[src/rtl/gf256_inverse_seq_if.sv]
// Handshake bundle for the iterative GF(2^8) inverse stage: operand in, result out, busy status.
interface gf256_inverse_seq_if;
  logic       in_valid;
  logic       in_ready;
  logic [7:0] in_data;
  logic       out_valid;
  logic       out_ready;
  logic [7:0] out_data;
  logic       busy;

  modport master (
    output in_valid, in_data, out_ready,
    input  in_ready, out_valid, out_data, busy
  );

  modport slave (
    input  in_valid, in_data, out_ready,
    output in_ready, out_valid, out_data, busy
  );
endinterface

[src/rtl/gf256_inverse_seq.sv]
// Iterative GF(2^8) inverse (x^254, 0 -> 0) by square-and-multiply, one step per clock.
// Define GF256_INV_FUSED_AFFINE_EN to fold the AES affine transform into the result capture.
module gf256_inverse_seq #(
  parameter logic [7:0] POLY = 8'h1B
) (
  input  logic                      clk,
  input  logic                      rst,
  gf256_inverse_seq_if.slave        bus
);

  typedef enum logic [1:0] {IDLE, CALC, DONE} state_t;

  state_t     state;
  state_t     state_next;
  logic [7:0] p;
  logic [7:0] acc;
  logic [2:0] cnt;
  logic [7:0] out_data_q;
  logic       out_valid_q;

  logic [7:0] in_sq;
  logic [7:0] p_sq;
  logic [7:0] acc_next;
  logic [7:0] result;

  // Shift-and-add multiply, reducing by POLY whenever bit 7 shifts out.
  function automatic logic [7:0] gf_mul(input logic [7:0] a, input logic [7:0] b);
    logic [7:0] r;
    logic [7:0] aa;
    r  = 8'h00;
    aa = a;
    for (int i = 0; i < 8; i++) begin
      if (b[i]) r = r ^ aa;
      aa = aa[7] ? ({aa[6:0], 1'b0} ^ POLY) : {aa[6:0], 1'b0};
    end
    return r;
  endfunction

  function automatic logic [7:0] gf_sq(input logic [7:0] a);
    return gf_mul(a, a);
  endfunction

`ifdef GF256_INV_FUSED_AFFINE_EN
  function automatic logic [7:0] aes_affine(input logic [7:0] b);
    logic [7:0] r;
    logic [7:0] c;
    c = 8'h63;
    for (int i = 0; i < 8; i++) begin
      r[i] = b[i] ^ b[(i + 4) % 8] ^ b[(i + 5) % 8] ^ b[(i + 6) % 8] ^ b[(i + 7) % 8] ^ c[i];
    end
    return r;
  endfunction
`endif

  assign in_sq    = gf_sq(bus.in_data);
  assign p_sq     = gf_sq(p);
  assign acc_next = gf_mul(acc, p_sq);

`ifdef GF256_INV_FUSED_AFFINE_EN
  assign result = aes_affine(acc_next);
`else
  assign result = acc_next;
`endif

  always_ff @(posedge clk or posedge rst) begin
    if (rst) state <= IDLE;
    else     state <= state_next;
  end

  always_comb begin
    state_next = state;
    case (state)
      IDLE:    if (bus.in_valid)    state_next = CALC;
      CALC:    if (cnt == 3'd5)     state_next = DONE;
      DONE:    if (bus.out_ready)   state_next = IDLE;
      default:                      state_next = IDLE;
    endcase
  end

  // Sixth CALC step completes acc = x^254; the result is captured from that step's product.
  always_ff @(posedge clk or posedge rst) begin
    if (rst) begin
      p           <= 8'h00;
      acc         <= 8'h00;
      cnt         <= 3'd0;
      out_data_q  <= 8'h00;
      out_valid_q <= 1'b0;
    end else begin
      case (state)
        IDLE: begin
          if (bus.in_valid) begin
            p   <= in_sq;
            acc <= in_sq;
            cnt <= 3'd0;
          end
        end
        CALC: begin
          p   <= p_sq;
          acc <= acc_next;
          cnt <= cnt + 3'd1;
          if (cnt == 3'd5) begin
            out_data_q  <= result;
            out_valid_q <= 1'b1;
          end
        end
        DONE: begin
          if (bus.out_ready) out_valid_q <= 1'b0;
        end
        default: begin
          out_valid_q <= 1'b0;
        end
      endcase
    end
  end

  assign bus.in_ready  = (state == IDLE);
  assign bus.busy      = (state != IDLE);
  assign bus.out_valid = out_valid_q;
  assign bus.out_data  = out_data_q;

endmodule

[src/flat_wrapper.sv]
// flat-port wrapper written by rule: the top's interface ports become plain ports
module gf256_inverse_seq_flat 
#(
  parameter logic [7:0] POLY = 8'h1B
)
  (clk, rst, bus_in_valid, bus_in_data, bus_out_ready, bus_in_ready, bus_out_valid, bus_out_data, bus_busy);
  gf256_inverse_seq_if bus_i ();
  input  logic clk;
  input  logic rst;
  input wire logic [$bits(bus_i.in_valid)-1:0] bus_in_valid;
  input wire logic [$bits(bus_i.in_data)-1:0] bus_in_data;
  input wire logic [$bits(bus_i.out_ready)-1:0] bus_out_ready;
  output wire logic [$bits(bus_i.in_ready)-1:0] bus_in_ready;
  output wire logic [$bits(bus_i.out_valid)-1:0] bus_out_valid;
  output wire logic [$bits(bus_i.out_data)-1:0] bus_out_data;
  output wire logic [$bits(bus_i.busy)-1:0] bus_busy;
  assign bus_i.in_valid = bus_in_valid;
  assign bus_i.in_data = bus_in_data;
  assign bus_i.out_ready = bus_out_ready;
  assign bus_in_ready = bus_i.in_ready;
  assign bus_out_valid = bus_i.out_valid;
  assign bus_out_data = bus_i.out_data;
  assign bus_busy = bus_i.busy;
  gf256_inverse_seq #(.POLY(POLY)) u_core (.clk(clk), .rst(rst), .bus(bus_i));
endmodule
[config.mk]
export PLATFORM = sky130hd
export DESIGN_NAME = gf256_inverse_seq_flat
export DESIGN_NICKNAME = d
export VERILOG_FILES = /design/src/rtl/gf256_inverse_seq_if.sv /design/src/rtl/gf256_inverse_seq.sv /design/src/flat_wrapper.sv
export SDC_FILE = /design/constraint.sdc
export NUM_CORES = 1
export LEC_CHECK = 0
export ABC_CLOCK_PERIOD_IN_PS = 6000
export BUFFER_PORTS_ARGS = -buffer_cell sky130_fd_sc_hd__buf_4
export CORE_MARGIN = 5
export CORE_UTILIZATION = 60
export CTS_BUF_LIST = sky130_fd_sc_hd__clkbuf_8
export DETAILED_ROUTE_END_ITERATION = 16
export GPL_ROUTABILITY_DRIVEN = 0
export PLACE_DENSITY_LB_ADDON = 0.1
export SLEW_MARGIN = 40
export SYNTH_ARGS = -nofsm -noshare
export SYNTH_HDL_FRONTEND = slang
export SYNTH_SLANG_ARGS = --single-unit
[constraint.sdc]
create_clock -name clk -period 6 [get_ports clk]
set_input_delay 1.2 -clock clk [delete_from_list [all_inputs] [get_ports clk]]
set_output_delay 1.2 -clock clk [all_outputs]
set_load 0.01 [all_outputs]
==> results of run 1 <==
-- metrics by stage --
stage	area (um^2)	hold WS (ns)	worst slack (ns)	std cells
4_1_cts	4093	0.4894	2.288	585
5_1_grt	4093	0.5255	2.007	585
6_report	4093	0.4864	2.264	585
2_1_floorplan	3930	0.4753	3.131	518
3_5_place_dp	3998	0.4738	2.310	577
3_3_place_gp	3983	0.4666	2.222	577
-- final timing paths --
check / endpoint / slack (ns) / cells after the start
setup / recovery: u_core.bus.out_data[1] / 2.26 / 10
hold / removal: u_core.bus.out_data[4] / 0.49 / 2
setup reg to reg: u_core.bus.out_data[1] / 2.26 / 10
hold reg to reg: u_core.bus.out_data[4] / 0.49 / 2
max in group asynchronous: u_core.p[4] / 4.59 / 2
min in group asynchronous: u_core.bus.out_data[0] / 1.00 / 2
-- layer usage --
metal | routed length [um] | vias to the layer above
li1 | - | 1682
met2 | 4427 | 138
met4 | 138 | 0
met3 | 592 | 12
met1 | 4183 | 1595
met5 | 0 | -
-- cell families after synthesis --
kind of cell | Yosys count
compound gates | 102
buf+inv | 55
simple gates | 180
mux | 9
fa+ha+maj | 4
xor+xnor | 138
flops | 30
-- final cells by class --
class                   count  area (um^2)  area share (%)
inverters                  13        48.80           1.192
clock inverters             2        12.51          0.3057
repair buffers             24        180.2           4.402
well taps                  77        96.34           2.354
multi-input cells         433         2922           71.38
flip-flops and latches     30        750.7           18.34
clock buffers               6        82.58           2.018
-- worst max-delay path, delay by kind of cell (launching register included) --
family,cells,cell delay (ns)
xor+xnor,4,1.19
simple gates,2,0.64
mux,1,0.27
fa+ha+maj,1,0.59
compound gates,2,0.29
flops,1,0.64
-- layout by cell type, fill, tap and decap left out, types with 7 or more instances in the layout --
cell / n
sky130_fd_sc_hd__nand2_1: 69
sky130_fd_sc_hd__nand2b_1: 8
sky130_fd_sc_hd__a22oi_1: 7
sky130_fd_sc_hd__mux2i_1: 7
sky130_fd_sc_hd__xnor3_1: 7
sky130_fd_sc_hd__nor2_1: 63
sky130_fd_sc_hd__dfrtp_1: 30
sky130_fd_sc_hd__xor2_1: 40
sky130_fd_sc_hd__a21oi_1: 28
sky130_fd_sc_hd__buf_4: 24
sky130_fd_sc_hd__o21ai_0: 30
sky130_fd_sc_hd__nand3_1: 11
sky130_fd_sc_hd__inv_1: 11
sky130_fd_sc_hd__xnor2_1: 85
-- registers in the layout, indices dropped and copies added, names as in the netlist --
name and cells:
u_core.cnt 3, u_core.p 8, u_core.bus.out_valid 1, u_core.bus.out_data 8, u_core.acc 8, u_core.state 2
==> load_flow_metrics.sql, run 1 <==
INSERT INTO impl_metrics (metric_group, metric, value, unit) VALUES
('setup_path', 'slowest_stage', 'sky130_fd_sc_hd__dfrtp_1', ''),
('outcome', 'status', 'complete, no violations', ''),
('run', 'maxCapViolCount', '0', ''),
('placement', 'numPortBuffers', '22', ''),
('detailed_routing', 'post-route-drc-count', '0', ''),
('cells_and_area', 'post-route-util', '64.45', '%'),
('detailed_routing', 'num_vias', '3427', ''),
('die', 'coreArea', '6350', 'um^2'),
('setup_path', 'path_cells', 'ha_1, nand2_1, xnor2_2, nor3b_1, o21bai_1, a22oi_1, xnor2_1, xnor3_1, xor2_1, mux2_2', ''),
('synthesis', 'synthSimpleGateAreaFrac', '20.15', '%'),
('cells_and_area', 'diodes', '0', ''),
('global_routing', 'groute.usage.overall', '22.24', '%'),
('clock_tree', 'clock_tree.htree_level_count', '2', ''),
('clock_tree', 'postCtsSetupBuffers', '0', ''),
('timing', 'grt_setup_unrepaired', 'false', ''),
('synthesis', 'syn_inst', '518', ''),
('setup_path', 'cpPeakStageDelay', '0.64', 'ns'),
('cells_and_area', 'area.growth.synth_to_final', '4.139', '%'),
('synthesis', 'seq_area_frac_synth', '19.10', '%'),
('synthesis', 'synth.area.mux_share', '2.356', '%'),
('clock_tree', 'ctsHoldBuffers', '0', ''),
('synthesis', 'synth_enable_flop_cells', '0', ''),
('timing', 'finClkSkew', '0.003619', 'ns'),
('setup_path', 'r2r-start', 'u_core.p[7]', ''),
('setup_path', 'cp-startpoint', 'u_core.p[7]', ''),
('detailed_routing', 'finalWirelength', '9340', 'um'),
('global_routing', 'grt-busiest-layer', 'met2', ''),
('detailed_routing', 'vias_per_cell', '5.858', ''),
('die', 'floorplan.io_pins', '23', ''),
('cells_and_area', 'nets', '523', ''),
('cells_and_area', 'drive_above_1_share', '8.858', '%'),
('synthesis', 'synth_fa_ha_area_share', '1.273', '%'),
('synthesis', 'synth_fp_nets', '534', ''),
('synthesis', 'async_flop_share', '100.0', '%'),
('timing', 'setup_viol', '0', ''),
('global_routing', 'grt_antenna_before_repair', '0', ''),
('detailed_routing', 'routed_wire_length_per_instance', '15.97', 'um'),
('clock_tree', 'cts.clk_slew.worst_paths', '0.06', 'ns'),
('synthesis', 'syn_avg_cell_area', '7.587', 'um^2'),
('setup_path', 'critical_path.endpoint_type', 'flop', ''),
('global_routing', 'grtUsageMet3', '1.983', '%'),
('timing', 'fmax', '0.2677', 'GHz'),
('synthesis', 'ys_warnings', '0', ''),
('synthesis', 'synthMostInstantiatedCell', 'sky130_fd_sc_hd__xnor2_1', ''),
('timing', 'period_share', '62.26', '%'),
('global_routing', 'met1_track_demand_over_resource', '31.73', '%'),
('synthesis', 'synth_cell_types', '55', ''),
('setup_path', 'required_time_of_the_critical_path', '6.16', 'ns'),
('clock_tree', 'clk_latency', '0.27', 'ns'),
('clock_tree', 'cts-buffers-inserted', '5', ''),
('detailed_routing', 'detailedRoute.firstPassIterationCount', '5', ''),
('setup_path', 'crit_fanout', '19', ''),
('detailed_routing', 'drt_iter0_markers', '262', ''),
('clock_tree', 'tritoncts_num_sinks', '30', ''),
('synthesis', 'synth_compound_area_share', '16.01', '%'),
('global_routing', 'global_route.overflow_total', '0', ''),
('timing', 'report.final.slew_viol_count', '0', ''),
('global_routing', 'global_route.usage.met2', '35.88', '%'),
('clock_tree', 'root_buffer_cell', 'sky130_fd_sc_hd__clkbuf_8', ''),
('global_routing', 'grt_pass1_vias', '3176', ''),
('setup_path', 'path_class', 'flop to flop', ''),
('cells_and_area', 'fillCellCount', '568', ''),
('timing', 'worst_pin_slew', '0.7852', 'ns'),
('die', 'placementRows', '29', ''),
('clock_tree', 'postCtsResizedCells', '0', ''),
('synthesis', 'mappedNetlistArea', '3930', 'um^2'),
('die', 'die_width', '90.93', 'um'),
('synthesis', 'synth_top_family_by_area', 'XOR/XNOR gates', ''),
('synthesis', 'synth-seq-cells', '30', ''),
('global_routing', 'pin_count_of_the_biggest_net_entering_global_routing', '31', ''),
('timing', 'timing.setup.tns', '0', 'ns');
Power of run 1 is not shown: default switching activity piles up to over one toggle a cycle in this logic, so the estimate is an artifact.
==> run 2, diff against run 1 <==
Settings changed: ABC_CLOCK_PERIOD_IN_PS 6000 to 3350, CORE_UTILIZATION 60 to 58.
Clock period 6 ns to 3.35 ns, I/O delays scaled along.
==> load_flow_metrics.sql, run 2 (synthesized netlist as in run 1, its figures left out) <==
INSERT INTO impl_metrics (metric_group, metric, value, unit) VALUES
('run', 'maxCapViolCount', '0', ''),
('detailed_routing', 'routed_wire_length_per_instance', '15.71', 'um'),
('timing', 'grt_setup_unrepaired', 'false', ''),
('outcome', 'status', 'complete, no violations', ''),
('clock_tree', 'root_buffer_cell', 'sky130_fd_sc_hd__clkbuf_8', ''),
('die', 'placementRows', '30', ''),
('clock_tree', 'cts.clk_slew.worst_paths', '0.07', 'ns'),
('timing', 'maxSlewHeadroom', '55.72', '%'),
('clock_tree', 'cts-buffers-inserted', '5', ''),
('setup_path', 'slowest_stage', 'sky130_fd_sc_hd__xnor3_2', ''),
('setup_path', 'critPathArrivalTime', '3.25', 'ns'),
('timing', 'finClkSkew', '0.004162', 'ns'),
('setup_path', 'crit_fanout', '12', ''),
('setup_path', 'cpPeakStageDelay', '0.56', 'ns'),
('cells_and_area', 'drive_above_1_share', '11.45', '%'),
('setup_path', 'startpoint_type', 'flop', ''),
('setup_path', 'critPathMostFrequentCell', 'sky130_fd_sc_hd__xnor2_1', ''),
('setup_path', 'critical_path.endpoint_type', 'flop', ''),
('die', 'floorplan.die_area', '8522', 'um^2'),
('global_routing', 'pin_count_of_the_biggest_net_entering_global_routing', '31', ''),
('detailed_routing', 'postRouteAntennaNets', '0', ''),
('clock_tree', 'tritoncts_num_sinks', '30', ''),
('global_routing', 'groute.usage.overall', '23.33', '%'),
('cells_and_area', 'mostFrequentLayoutCells', '87 x sky130_fd_sc_hd__xnor2_1, 69 x sky130_fd_sc_hd__nand2_1, 63 x sky130_fd_sc_hd__nor2_1', ''),
('timing', 'timing.setup.tns', '0', 'ns'),
('clock_tree', 'postCtsSetupBuffers', '0', ''),
('cells_and_area', 'area.growth.synth_to_final', '6.972', '%'),
('global_routing', 'grt_first_pass_wirelength', '16200', 'um'),
('timing', 'period_share', '92.36', '%'),
('die', 'die_height', '92.32', 'um'),
('die', 'die_width', '92.32', 'um'),
('clock_tree', 'cts-root-to-sink-buffers', '2', ''),
('clock_tree', 'ctsHoldBuffers', '0', ''),
('clock_tree', 'postCtsResizedCells', '0', ''),
('timing', 'fmax', '0.3232', 'GHz'),
('timing', 'worst_pin_slew', '0.6620', 'ns'),
('timing', 'hold-worst-slack', '0.4753', 'ns'),
('cells_and_area', 'nets', '539', ''),
('hold_path', 'worst_hold_path_class', 'input port to async pin', ''),
('timing', 'report.final.slew_viol_count', '0', ''),
('cells_and_area', 'commonest_non_fill_non_tap_cell_in_the_layout', 'sky130_fd_sc_hd__xnor2_1', ''),
('die', 'floorplan.io_pins', '23', ''),
('placement', 'numPortBuffers', '22', ''),
('clock_tree', 'clock_tree.htree_level_count', '2', ''),
('detailed_routing', 'detailedRoute.firstPassIterationCount', '4', ''),
('detailed_routing', 'drt_iter0_markers', '252', ''),
('clock_tree', 'clk_latency', '0.28', 'ns'),
('timing', 'setup_viol', '0', ''),
('detailed_routing', 'finalWirelength', '9489', 'um'),
('detailed_routing', 'vias_per_cell', '5.738', ''),
('timing', 'hold_viol', '0', ''),
('clock_tree', 'cts_tree', 'done', ''),
('global_routing', 'grt_pass1_vias', '3415', ''),
('detailed_routing', 'post-route-drc-count', '0', ''),
('cells_and_area', 'diodes', '0', ''),
('global_routing', 'global_route.overflow_total', '0', ''),
('die', 'coreArea', '6681', 'um^2'),
('global_routing', 'grt_antenna_before_repair', '0', ''),
('setup_path', 'required_time_of_the_critical_path', '3.51', 'ns'),
('detailed_routing', 'num_vias', '3466', ''),
('placement', 'dp.final_hpwl', '7102', 'um'),
('die', 'initial_core_util', '58.82', '%'),
('setup_path', 'path_class', 'flop to flop', ''),
('timing', 'min_period', '3.094', 'ns'),
('setup_path', 'path_cells', 'ha_1, xor2_1, nor2_1, xnor2_1, xnor3_2, nor2b_1, xnor3_1, xnor2_1, xnor2_1, a21oi_1', '');
-- run 2: changes by cell type in the layout (fill, tap and decap cells not counted), sizes merged --
cell	previous run	this run
buf	24	40
clkinvlp	1	0
inv	12	13
-- run 2: cell type report --
| cell class | instances | area, um^2 |
|---|---|---|
| Inverter | 13 | 48.80 |
| Timing Repair Buffer | 40 | 300.3 |
| Tap cell | 80 | 100.1 |
| Multi-Input combinational cell | 433 | 2913 |
| Clock inverter | 2 | 8.758 |
| Fill cell | 617 | 2477 |
| Sequential cell | 30 | 750.7 |
| Clock buffer | 6 | 82.58 |
-- run 2: critical path, delay by kind of cell, from the launching register on --
family	cells	cell delay, ns
simple gates	2	0.28
compound gates	1	0.10
fa+ha+maj	1	0.46
flops	1	0.39
xor+xnor	6	1.73
-- run 2: layer usage --
metal | share of wire (%) | wire length (um) | global-route usage [%] | vias up
li1 | - | - | - | 1713
met1 | 46 | 4325 | 31.96 | 1643
met2 | 47 | 4502 | 37.34 | 95
met3 | 5.4 | 517 | 4.305 | 15
met4 | 1.5 | 144 | 7.178 | 0
met5 | 0 | 0 | 0 | -
-- run 2: stage by stage --
step                      area [um^2]  cells  worst slack (ns)  util [%]
final                            4204    604            0.2559     62.92
after floorplan                  3930    518            0.4807         -
after CTS                        4198    604            0.1697     62.83
after global placement           4106    596            0.3245     61.46
after detailed placement         4106    596            0.1859     61.46
after global routing             4204    604           0.01085     62.92
-- run 2: worst paths after layout --
| path | from | to | slack (ns) | depth (start not counted) |
|---|---|---|---|---|
| max | u_core.p[7] | u_core.acc[2] | 0.26 | 10 |
| min reg2reg | u_core.bus.out_data[0] | u_core.bus.out_data[0] | 0.49 | 2 |
| max reg2reg | u_core.p[7] | u_core.acc[2] | 0.26 | 10 |
| min in group clk | u_core.bus.out_data[0] | u_core.bus.out_data[0] | 0.49 | 2 |
| max in group asynchronous | rst | u_core.p[2] | 2.46 | 2 |
| min | rst | u_core.bus.out_data[0] | 0.48 | 2 |
Power of run 2 is left out for the same reason.
